## src/rtl/datamem_pkg.sv

```systemverilog
// Shared constants for the data-memory arbiter: FSM encoding, default widths
// and the arbitration-mode selectors.
package datamem_pkg;

    localparam int unsigned DM_ADDR_W = 8;
    localparam int unsigned DM_DATA_W = 8;

    localparam int unsigned PRIO_RR    = 0;
    localparam int unsigned PRIO_FIXED = 1;

    localparam logic [1:0] ST_IDLE   = 2'd0;
    localparam logic [1:0] ST_ACCESS = 2'd1;
    localparam logic [1:0] ST_RESP   = 2'd2;

endpackage

```

## src/rtl/datamem_rr_pick.sv

```systemverilog
// Combinational two-way picker: round-robin on a tie (the port that did not
// win last time) unless prio_mode forces port 0.
module datamem_rr_pick (
    input  logic req0,
    input  logic req1,
    input  logic last_grant,
    input  logic prio_mode,
    output logic grant_valid,
    output logic grant_id
);

    always_comb begin
        grant_valid = req0 | req1;
        grant_id    = 1'b0;
        if (req0 && req1) begin
            grant_id = prio_mode ? 1'b0 : ~last_grant;
        end else if (req1) begin
            grant_id = 1'b1;
        end
    end

endmodule

```

## src/rtl/datamem_arbiter.sv

```systemverilog
// Two-port arbiter for the single-port data memory. Each access takes
// IDLE -> ACCESS -> RESP; the memory acts on the falling edge inside ACCESS.
module datamem_arbiter
    import datamem_pkg::*;
#(
    parameter int unsigned ADDR_W    = DM_ADDR_W,
    parameter int unsigned DATA_W    = DM_DATA_W,
    parameter int unsigned PRIO_MODE = PRIO_RR
) (
    input  logic              clk,
    input  logic              rst_n,

    input  logic              req0,
    input  logic              we0,
    input  logic [ADDR_W-1:0] addr0,
    input  logic [DATA_W-1:0] wdata0,
    output logic              ack0,
    output logic [DATA_W-1:0] rdata0,

    input  logic              req1,
    input  logic              we1,
    input  logic [ADDR_W-1:0] addr1,
    input  logic [DATA_W-1:0] wdata1,
    output logic              ack1,
    output logic [DATA_W-1:0] rdata1,

    output logic              mem_write,
    output logic [ADDR_W-1:0] mem_addr,
    output logic [DATA_W-1:0] mem_wdata,
    input  logic [DATA_W-1:0] mem_rdata,

    output logic              busy
);

    localparam logic PRIO_BIT = (PRIO_MODE == PRIO_FIXED);

    logic [1:0]        state_q,      state_d;
    logic              win_q,        win_d;
    logic              last_grant_q, last_grant_d;
    logic              ack0_q,       ack0_d;
    logic              ack1_q,       ack1_d;
    logic [DATA_W-1:0] rdata0_q,     rdata0_d;
    logic [DATA_W-1:0] rdata1_q,     rdata1_d;
    logic              mem_write_q,  mem_write_d;
    logic [ADDR_W-1:0] mem_addr_q,   mem_addr_d;
    logic [DATA_W-1:0] mem_wdata_q,  mem_wdata_d;
    logic              busy_q,       busy_d;

    logic grant_valid;
    logic grant_id;

    datamem_rr_pick u_pick (
        .req0        (req0),
        .req1        (req1),
        .last_grant  (last_grant_q),
        .prio_mode   (PRIO_BIT),
        .grant_valid (grant_valid),
        .grant_id    (grant_id)
    );

    // State and registered outputs
    always_ff @(posedge clk or negedge rst_n) begin
        if (!rst_n) begin
            state_q      <= ST_IDLE;
            win_q        <= 1'b0;
            last_grant_q <= 1'b1;
            ack0_q       <= 1'b0;
            ack1_q       <= 1'b0;
            rdata0_q     <= '0;
            rdata1_q     <= '0;
            mem_write_q  <= 1'b0;
            mem_addr_q   <= '0;
            mem_wdata_q  <= '0;
            busy_q       <= 1'b0;
        end else begin
            state_q      <= state_d;
            win_q        <= win_d;
            last_grant_q <= last_grant_d;
            ack0_q       <= ack0_d;
            ack1_q       <= ack1_d;
            rdata0_q     <= rdata0_d;
            rdata1_q     <= rdata1_d;
            mem_write_q  <= mem_write_d;
            mem_addr_q   <= mem_addr_d;
            mem_wdata_q  <= mem_wdata_d;
            busy_q       <= busy_d;
        end
    end

    // Next state; acks and mem_write are single-cycle, everything else holds
    always_comb begin
        state_d      = state_q;
        win_d        = win_q;
        last_grant_d = last_grant_q;
        ack0_d       = 1'b0;
        ack1_d       = 1'b0;
        rdata0_d     = rdata0_q;
        rdata1_d     = rdata1_q;
        mem_write_d  = 1'b0;
        mem_addr_d   = mem_addr_q;
        mem_wdata_d  = mem_wdata_q;

        case (state_q)
            ST_IDLE: begin
                if (grant_valid) begin
                    state_d      = ST_ACCESS;
                    win_d        = grant_id;
                    last_grant_d = grant_id;
                    mem_write_d  = grant_id ? we1    : we0;
                    mem_addr_d   = grant_id ? addr1  : addr0;
                    mem_wdata_d  = grant_id ? wdata1 : wdata0;
                end
            end
            ST_ACCESS: begin
                // mem_write_q still tells us whether this access is a write
                state_d = ST_RESP;
                if (win_q) begin
                    ack1_d = 1'b1;
                    if (!mem_write_q) begin
                        rdata1_d = mem_rdata;
                    end
                end else begin
                    ack0_d = 1'b1;
                    if (!mem_write_q) begin
                        rdata0_d = mem_rdata;
                    end
                end
            end
            ST_RESP: begin
                state_d = ST_IDLE;
            end
            default: begin
                state_d = ST_IDLE;
            end
        endcase

        busy_d = (state_d != ST_IDLE);
    end

    assign ack0      = ack0_q;
    assign ack1      = ack1_q;
    assign rdata0    = rdata0_q;
    assign rdata1    = rdata1_q;
    assign mem_write = mem_write_q;
    assign mem_addr  = mem_addr_q;
    assign mem_wdata = mem_wdata_q;
    assign busy      = busy_q;

    // Structural invariants of the access sequence
    a_write_only_in_access: assert property (@(posedge clk) disable iff (!rst_n)
        mem_write_q |-> (state_q == ST_ACCESS));
    a_ack_only_in_resp: assert property (@(posedge clk) disable iff (!rst_n)
        (ack0_q || ack1_q) |-> (state_q == ST_RESP));
    a_acks_exclusive: assert property (@(posedge clk) disable iff (!rst_n)
        !(ack0_q && ack1_q));
    a_busy_tracks_state: assert property (@(posedge clk) disable iff (!rst_n)
        busy_q == (state_q != ST_IDLE));

endmodule

```

## config.mk

```make
export PLATFORM = sky130hd
export DESIGN_NAME = datamem_arbiter
export DESIGN_NICKNAME = d
export VERILOG_FILES = /design/src/rtl/datamem_pkg.sv /design/src/rtl/datamem_rr_pick.sv /design/src/rtl/datamem_arbiter.sv
export SDC_FILE = /design/constraint.sdc
export NUM_CORES = 1
export LEC_CHECK = 0
export CORE_UTILIZATION = 35
export DETAILED_ROUTE_END_ITERATION = 10
export GPL_TIMING_DRIVEN = 0
export PLACE_DENSITY = 0.7
export SETUP_SLACK_MARGIN = 0.05
export SLEW_MARGIN = 20
export SYNTH_ARGS = -nofsm -noshare
export SYNTH_HDL_FRONTEND = slang
export SYNTH_SLANG_ARGS = --single-unit
```

## constraint.sdc

```tcl
create_clock -name clk -period 2.05 [get_ports clk]
set_input_delay 0.41 -clock clk [delete_from_list [all_inputs] [get_ports clk]]
set_output_delay 0.41 -clock clk [all_outputs]
set_load 0.005 [all_outputs]
```

# == Yosys cells after proc, flatten, opt, wreduce, memory -nomap -nowiden ==
# Index checks and enable logic that the tools add are counted.
# classes
eq_ne,1
n_mux,13
n_bitwise,4
n_reduce_logical,6
# ops
operator,n
8-bit 2-to-1 mux,2
1-bit 2-to-1 mux,9
3-bit AND reduction,2
2-bit case mux with 2 select lines,1
1-bit NOT,3
2-bit by 1-bit equality test with 1-bit output (second input constant),1
2-bit zero test,1
2-bit 2-to-1 mux,1
2-bit AND reduction,1
2-bit nonzero test,1
1-bit logical AND,1
1-bit bitwise OR,1
# word_totals
reg_bits,40
input_bits,46
wordCells,35

# == Longest topological paths before layout ==
# depth
word_depth,5
depth_mapped,6
ltp_nobuf,4

# == Modules after synthesis ==
# Synthesis repeated with hierarchy kept, for this count alone.
# unflattened
cells_unflattened,109
hier_area_um2,1705.4
# by_module_without_submodules
module,instances,cells_per_inst,area_each_um2,seq_area_each_um2
datamem_arbiter,1,106,1687.9,1002.2
datamem_rr_pick,1,3,17.5,0.0

# == Least setup slack after synthesis ==
# OpenSTA, ideal clock, no wires.
# synth_timing
path_type,register to register
startpoint,register state_q[0]
endpoint,register rdata1_q[0] (netlist: rdata1[0])
setup_ps,125
arrival_ps,1160
t_required_ps,1925
path_slack_ps,765
path_stages_with_launch,5
n_path_buf,1
cell_sequence,dfrtp_1 > and3b_1 > and2b_1 > buf_6 > mux2_4
# synth_between
elab_chain_len,2
# synth_lines
element,line_no,rtl
start: declaration,datamem_arbiter.sv:37,"logic [1:0] state_q, state_d;"
start signal: assignment,datamem_arbiter.sv:76,state_q <= state_d;
2-bit by 1-bit equality test with 1-bit output,datamem_arbiter.sv:103,case (state_q)
3-bit AND reduction (no source line),-,
end signal: assignment,datamem_arbiter.sv:82,rdata1_q <= rdata1_d;
end: declaration,datamem_arbiter.sv:43,"logic [DATA_W-1:0] rdata1_q, rdata1_d;"
# Every way passes these cells.
# A chain may end at the register's enable or synchronous reset.

# == Worst setup path after layout ==
# layout_timing
startpoint,input port req1
endpoint,register mem_wdata_q[2] (netlist: mem_wdata[2])
# layout_between
elab_chain_len,3
elab_cells_between_ends,6
classes_between,3 x mux; 1 x bitwise; 2 x reduce/logical
# layout_lines
element,line_no,rtl
start: declaration,datamem_arbiter.sv:20,"input logic req1,"
1-bit 2-to-1 mux / 1-bit logical AND (equally long branches),"datamem_rr_pick.sv:17, datamem_rr_pick.sv:15",
1-bit 2-to-1 mux,datamem_rr_pick.sv:15,if (req0 && req1) begin
8-bit 2-to-1 mux,datamem_arbiter.sv:111,mem_wdata_d = grant_id ? wdata1 : wdata0;
end signal: assignment,datamem_arbiter.sv:85,mem_wdata_q <= mem_wdata_d;
end: declaration,datamem_arbiter.sv:46,"logic [DATA_W-1:0] mem_wdata_q, mem_wdata_d;"
# Parallel ways exist; a longest one is shown, timed or not.

==> results by stage <==
Global routing:
- The total congestion overflow is 0.
- The number of antenna violations at the first check in global routing is 0.
- The via count of the first global-routing pass came to 1,444.
- The wire length of the first global-routing pass is 6820 um.
- Entering global routing, the biggest net connects 25 pins.
- The all-layer global routing usage is 17.3%.

Synth:
- The cell area after synthesis is 0.00171 mm2.
- Counting every instance in the synthesized netlist gives 148.
- For this run, the number of Yosys warnings is 0.
- The area share of xor/xnor cells in the synthesized design is 0%.
- Of the synthesized area, sequential elements account for 58.6%.
- The async set or reset register ratio after synthesis is 100%.
- The number of enable flip-flop cells after synthesis is 0.
- Among all flip-flop cells after synthesis, the most frequent one is sky130_fd_sc_hd__dfrtp_1.
- The fraction of the mapped netlist area in compound gates is 13.2%.
- After Yosys synthesis, and, or, nand and nor cells account for 11.8% of the synthesized area.
- The number of nets in the synthesized netlist is 194.
- Among all cell types in the netlist, the one instantiated most often is sky130_fd_sc_hd__dfrtp_1.
- The adder and majority cell fraction of the synthesized area is 0%.
- The multiplexer share of the synthesized area is 12.3%.
- The synthesized area per cell is 11.6 um2.
- In the post-synthesis netlist, the biggest area contributors are sky130_fd_sc_hd__dfrtp_1, sky130_fd_sc_hd__nand2_1, sky130_fd_sc_hd__mux2_4, sky130_fd_sc_hd__a31oi_1, sky130_fd_sc_hd__a21oi_1.
- The post-synthesis cell type count is 22.
- The commonest cells after synthesis are sky130_fd_sc_hd__dfrtp_1, sky130_fd_sc_hd__nand2_1, sky130_fd_sc_hd__a21oi_1.
- The fraction of synthesized cell area taken by the top area cell type is 57.0%.
- The register bit count reported by yosys is 40.
- The largest total area in the synthesized netlist belongs to sky130_fd_sc_hd__dfrtp_1.
- The dominant combinational cell family by area after synthesis is compound AO/OA/AOI/OAI gates.

Placed design:
- The estimated wirelength of the detail-placed design is 2980 um.
- Including well taps, the total number of placed cells is 297.
- The congestion estimate from routability-driven global placement came to 0.767.
- The count of input and output buffers is 81.

Route:
- Across all layers, the routed design uses 1,418 vias.
- The via-per-instance ratio is 4.65.
- The count of nets left with antenna violations once routing finished came out at 0.
- The first-pass iteration count of the detailed router is 4.
- The detailed router's first-iteration violation count is 75.
- For this block, the routed nets add up to 4140 um of wire.
- The average routed wire per standard cell is 13.6 um.
- The number of remaining DRC errors is 0.

STA:
- The final setup skew is 0.0111 ns.
- The hold violation total from the final report is 0.
- The max-slew violation total from the final report is 0.
- In the finished design, the share of the clock period the worst path needs comes to 85.2%.
- The total of endpoints with negative setup slack in the final report is 0.
- Measured against its own limit, the worst slew margin works out to 71.5%.
- The clock period could shrink to 1.75 ns.
- Static timing analysis puts the maximum clock frequency at 572 MHz.
- Setup repair after global routing left no endpoint under its margin.
- At the pin with the least slew margin, the transition time is 0.426 ns.

Setup path:
- The category of the critical setup timing path is in2reg.
- STA classifies the critical path endpoint as a flop.
- The startpoint class of the critical path is an input pin.
- The data required time at the worst endpoint is 2.25 ns.
- Along the worst path, the maximum fanout reaches 10.
- Data on the critical path arrives at its endpoint at 1.94 ns.

Cells and area:
- The area overhead of the layout relative to synthesis is 59.4%.
- The total of fill cells in the finished design is 437.
- After the last flow step, the layout net total stands at 283.
- The combined area of the multi-input logic cells is 639 um2.
- The fraction of final layout cells with drive strength greater than 1 is 17.2%.
- Cells fill 57.8% of the core in the end.
- Once layout is complete, the cells apart from fillers number 305.
- The number of antenna diodes in the final layout is 0.
- Across the whole layout, storage elements account for 0.00100 mm2.

Die:
- The total area inside the core boundary comes to 0.00472 mm2.
- In this run the count of I/O pins placed on the die edge is 82.
- The effective utilization at floorplan is 36.2%.
- The die width is 71.9 um.
- In this run the vertical extent of the chip is 71.9 um.
- In this run the core area contains 25 standard-cell rows.
- The full die area is 0.00517 mm2.

Clocking:
- The setup fix buffers added after clock tree synthesis is 0.
- The hold buffer count at cts is 0.
- After clock tree synthesis, the clock-pin slew on the worst setup and hold paths is 0.07 ns.
- For the worst-skew pair, the clock arrives at the later sink with an insertion delay of 0.29 ns.
- After clock tree synthesis, the repair step resized 0 gates.
- The clock sink count is 40.
- The number of H-tree branching levels is 2.
- The clock root buffer is sky130_fd_sc_hd__clkbuf_8.
- The number of buffers on the longest clock path is 2.
- TritonCTS built the clock tree.
- The total clock buffers created by CTS is 5.

Run status:
- The flow ran to the end, and the final reports show no timing, DRC or antenna violations.

Flow run:
- The total of max-cap violations is 0.

Power:
- The reported leakage power is 0.00116 uW.
- In this run the power density over the cells is 1420 mW/mm2.
- The largest vdd supply drop is 0.000486 V.

Worst hold path:
- The tightest min-delay check is of the in2async type.
==> logic make-up after synthesis <==
kind of cell | after synthesis
AOI/OAI and AO/OA | 38
buffers and inverters | 11
DFF | 40
muxes | 16
and+or+nand+nor | 43
==> per-stage QoR <==
stage,hold slack (ns),cell area [um2],worst slack [ns],total power (uW),setup TNS [ns]
floorplan,0.114,1710,0.765,2270,0
global placement,0.491,2610,-0.450,3230,-17.53
detailed placement,0.358,2620,0.00532,3280,0
CTS,0.0388,2730,0.306,3920,0
global route,0.0624,2730,0.211,4130,0
finish,0.0369,2730,0.303,3870,0
==> placed cells by master, fill, tap and decap left out, drive strengths merged <==
| cell | netlist | layout |
|---|---|---|
| clkdlybuf4s50 | 0 | 80 |
| dfrtp | 39 | 39 |
| nand2 | 36 | 36 |
| a21oi | 18 | 18 |
| a31oi | 17 | 17 |
| mux2 | 16 | 16 |
| buf | 9 | 11 |
| clkbuf | 0 | 6 |
| nor2 | 2 | 2 |
| inv | 2 | 2 |
| nand2b | 1 | 1 |
| or2 | 1 | 1 |
| a21boi | 1 | 1 |
| a21bo | 1 | 1 |
| and3b | 1 | 1 |
| nor3 | 1 | 1 |
| a22o | 1 | 1 |
| and2b | 1 | 1 |
| bufinv | 0 | 1 |
| clkinv | 0 | 1 |
| dfstp | 1 | 1 |
==> metal layers <==
| metal | vias up | GRT usage, % | wire length (um) |
|---|---|---|---|
| met5 | - | 0 | 0 |
| met4 | 0 | 4.58 | 19 |
| met3 | 2 | 6.11 | 306 |
| met2 | 60 | 28.4 | 2010 |
| met1 | 664 | 21.7 | 1800 |
| li1 | 692 | - | - |
==> final timing paths <==
kind | from | to | slack [ns] | cells after the start
worst max-delay path | req1 | mem_wdata[2] | 0.30 | 5
worst min-delay path | rst_n | rdata1[4] | 0.04 | 1
worst max register to register | last_grant_q | mem_wdata[2] | 0.55 | 5
worst min register to register | rdata0[6] | rdata0[6] | 0.51 | 1
max in group asynchronous | rst_n | last_grant_q | 1.48 | 2
min in group clk | rdata0[6] | rdata0[6] | 0.51 | 1
==> worst max-delay path, cell delays in order <==
cell and delay, ns:
sky130_fd_sc_hd__clkdlybuf4s50_1 0.51, sky130_fd_sc_hd__a21boi_2 0.40, sky130_fd_sc_hd__buf_2 0.33, sky130_fd_sc_hd__nand2_1 0.08, sky130_fd_sc_hd__a31oi_1 0.20
==> state kept, by name, summed over array words and instances, names as in the netlist <==
signal	count
mem_addr	8
rdata0	8
state_q	2
win_q	1
busy	1
ack1	1
last_grant_q	1
rdata1	8
mem_wdata	8
ack0	1
mem_write	1
==> power breakdown <==
part	internal [uW]	leakage (uW)	switching (uW)	total, uW
Combinational	1150	0.000638	669	1820
Sequential	1190	0.000468	224	1420
Clock	361	0.0000552	270	631
==> final cells by class <==
| type | count | share of cell area (%) |
|---|---|---|
| inverter | 2 | 0.275 |
| clock buffer | 6 | 2.66 |
| multi-input combinational | 97 | 23.4 |
| sequential | 40 | 36.7 |
| timing repair buffer | 82 | 30.3 |
| buffer | 9 | 2.29 |
| tap | 67 | 3.07 |
| clock inverter | 2 | 1.28 |
Note: power is estimated with default switching activity, not from simulation.
==> variant (config.mk and constraints unchanged) <==
The package constant `DM_DATA_W` goes from 8 to 12.
--- a/src/rtl/datamem_pkg.sv
+++ b/src/rtl/datamem_pkg.sv
@@ -4,5 +4,5 @@
 
     localparam int unsigned DM_ADDR_W = 8;
-    localparam int unsigned DM_DATA_W = 8;
+    localparam int unsigned DM_DATA_W = 12;
 
     localparam int unsigned PRIO_RR    = 0;
Ports: changed (6 resized); port bits go from 82 to 106. The function was not compared with the original's and may differ.
==> variant against the original RTL <==
Routed wire length grew 25%. Die area grew 24%. Highest routed layer unchanged. Clock skew shrank 0.0057 ns. Largest power group unchanged. Sequential cell count grew 12. Combinational power grew 20%. Core utilization shrank 0.70 points. Clock power shrank 9.4%. Total power grew 18%. Design area grew 23%. Setup slack gained 0.074 ns. Area after synthesis grew 24%.
==> variant: results (changes against the original RTL) <==
Detailed routing
  • Metal3 WL: 506 um (was 306 um)
  • First-pass DRT Iterations: 4 (unchanged)
  • Via-per-instance ratio: 4.77 (was 4.65)
  • Post-detailed-route wirelength per cell: 13.8 um (was 13.6 um)
  • WL met1: 2.18 mm (was 1.80 mm)
  • DR iter-0 viols: 42 (was 75)
  • Total length of routed met2 wires: 2.45 mm (was 2.01 mm)

Run status
  • Status: completed (unchanged)

Place
  • GP Congestion: 0.686 (was 0.767)
  • Detailed Place HPWL: 3.88 mm (was 2.98 mm)
  • Dpl ws: 0.163 ns (was 0.00532 ns)
  • I/O Buffers: 105 (was 81)

Global route
  • Vias in the first global route: 1826 (was 1444)
  • Met3 Usage GRT: 0.0686 (was 0.0611)
  • Global-route wire length before repair: 8.53 mm (was 6.82 mm)
  • Met1 global-route usage: 0.201 (was 0.217)
  • Met2 Use GR: 0.307 (was 0.284)
  • Pin count of the biggest net entering global routing: 53 (was 25)
  • Initial antenna violation count: 0 (unchanged)
  • Total GRT Usage: 0.177 (was 0.173)

Synth
  • Post-Syn Nets: 245 (was 194)
  • Syn. warnings: 0 (unchanged)
  • Ys async rst share: 1.00 (unchanged)
  • Top cells by area, synth: dfrtp_1 (60%), mux2_1 (8.5%), nand2_1 (7.8%) (was dfrtp_1 (57%), nand2_1 (7.7%), mux2_4 (7.0%))
  • Post-synthesis sequential area ratio: 0.612 (was 0.586)
  • Count of different cell masters after synthesis: 22 (unchanged)
  • Most instantiated cells after synthesis: dfrtp_1 (51), nand2_1 (44), a21oi_1 (22) (was dfrtp_1 (39), nand2_1 (35), a21oi_1 (18))

Clocking
  • Clk root buf: clkbuf_8 (unchanged)
  • CTS H-tree lvls: 2 (unchanged)
  • CTS Buffer Depth: 2 (unchanged)
  • # resized after CTS: 0 (unchanged)
  • CTS clk-pin slew, worst paths: 0.09 ns (was 0.07 ns)
  • Post-CTS Setup Repair Bufs: 0 (unchanged)

Worst setup path
  • Worst path top cell family by delay: buffers and inverters (unchanged)
  • Crit-path slowest cell: clkdlybuf4s50_1 (unchanged)
  • Crit-path max cell delay: 0.53 ns (was 0.51 ns)
  • CP Data Arrival Time: 1.26 ns (was 1.94 ns)
  • Crit path launch: mem_write$_DFF_PN0_ (was req1)
  • R2R Path Start: state_q[1]$_DFF_PN0_ (was last_grant_q$_DFFE_PN1P_)
  • Worst-path maximum fanout: 3 (was 10)

Pwr
  • Peak VDD IR: 0.545 mV (was 0.486 mV)
  • Sequential share of power: 0.397 (was 0.366)
  • LEAKAGE: 1.41 nW (was 1.16 nW)
  • P_comb: 0.00218 W (was 0.00182 W)
  • Power Internal: 0.00314 W (was 0.00271 W)

Worst hold path
  • Worst hold path type: input pin to async pin (unchanged)

Layout
  • Fill count: 537 (was 437)
  • Antenna Diode Count: 0 (unchanged)
  • Layout cells sized above 1: 0.100 (was 0.172)
  • Nets: 357 (was 283)

STA
  • Final Skew: 0.00534 ns (was 0.0111 ns)
  • Rel. slew slack: 0.575 (was 0.715)
## variant: cell types whose count changed in the layout (fill, tap and decap cells not counted), moves of 4 or more
cell             unedited run  this run
a21oi_1                    18        22
a31oi_1                    17        21
clkdlybuf4s50_1            80       104
dfrtp_1                    39        51
mux2_1                      0        16
mux2_4                      8         0
nand2_1                    35        44
## variant: per-stage QoR
step	instances	utilization	total power, W	hold WS [ns]	area (um^2)
2_1_floorplan	187	-	0.00273	0.114	2130
3_3_place_gp	367	0.556	0.00400	0.467	3270
6_report	375	0.571	0.00457	0.117	3360
3_5_place_dp	367	0.556	0.00407	0.475	3270
5_1_grt	375	0.571	0.00493	0.167	3360
4_1_cts	375	0.571	0.00464	0.150	3360
## variant: final cells by class
class | instances | area [um^2] | area share
plain buffers | 12 | 63.8 | 0.0190
flip-flops and latches | 52 | 1300 | 0.388
multi-input cells | 121 | 756 | 0.225
clock inverters | 3 | 18.8 | 0.00559
repair buffers | 105 | 1050 | 0.312
well taps | 75 | 93.8 | 0.0279
clock buffers | 5 | 68.8 | 0.0205
inverters | 2 | 7.51 | 0.00223
## variant: logic make-up (layout without fill, tap and decap cells)
logic type | Yosys count | count (layout) | share of synthesized area
flops | 52 | 52 | 0.612
buf+inv | 14 | 127 | 0.0335
mux | 24 | 24 | 0.127
compound gates | 46 | 46 | 0.126
simple gates | 51 | 51 | 0.102
## variant: worst paths after layout
kind	endpoint	slack (ns)	depth (start not counted)
worst max-delay path	mem_write	0.38	1
worst min-delay path	rdata1[2]$_DFFE_PN0P_	0.12	1
worst max register to register	rdata0[8]$_DFFE_PN0P_	0.51	4
worst min register to register	rdata1[4]$_DFFE_PN0P_	0.49	1
max in group asynchronous	mem_wdata[3]$_DFFE_PN0P_	1.50	1
min in group clk	rdata1[4]$_DFFE_PN0P_	0.49	1
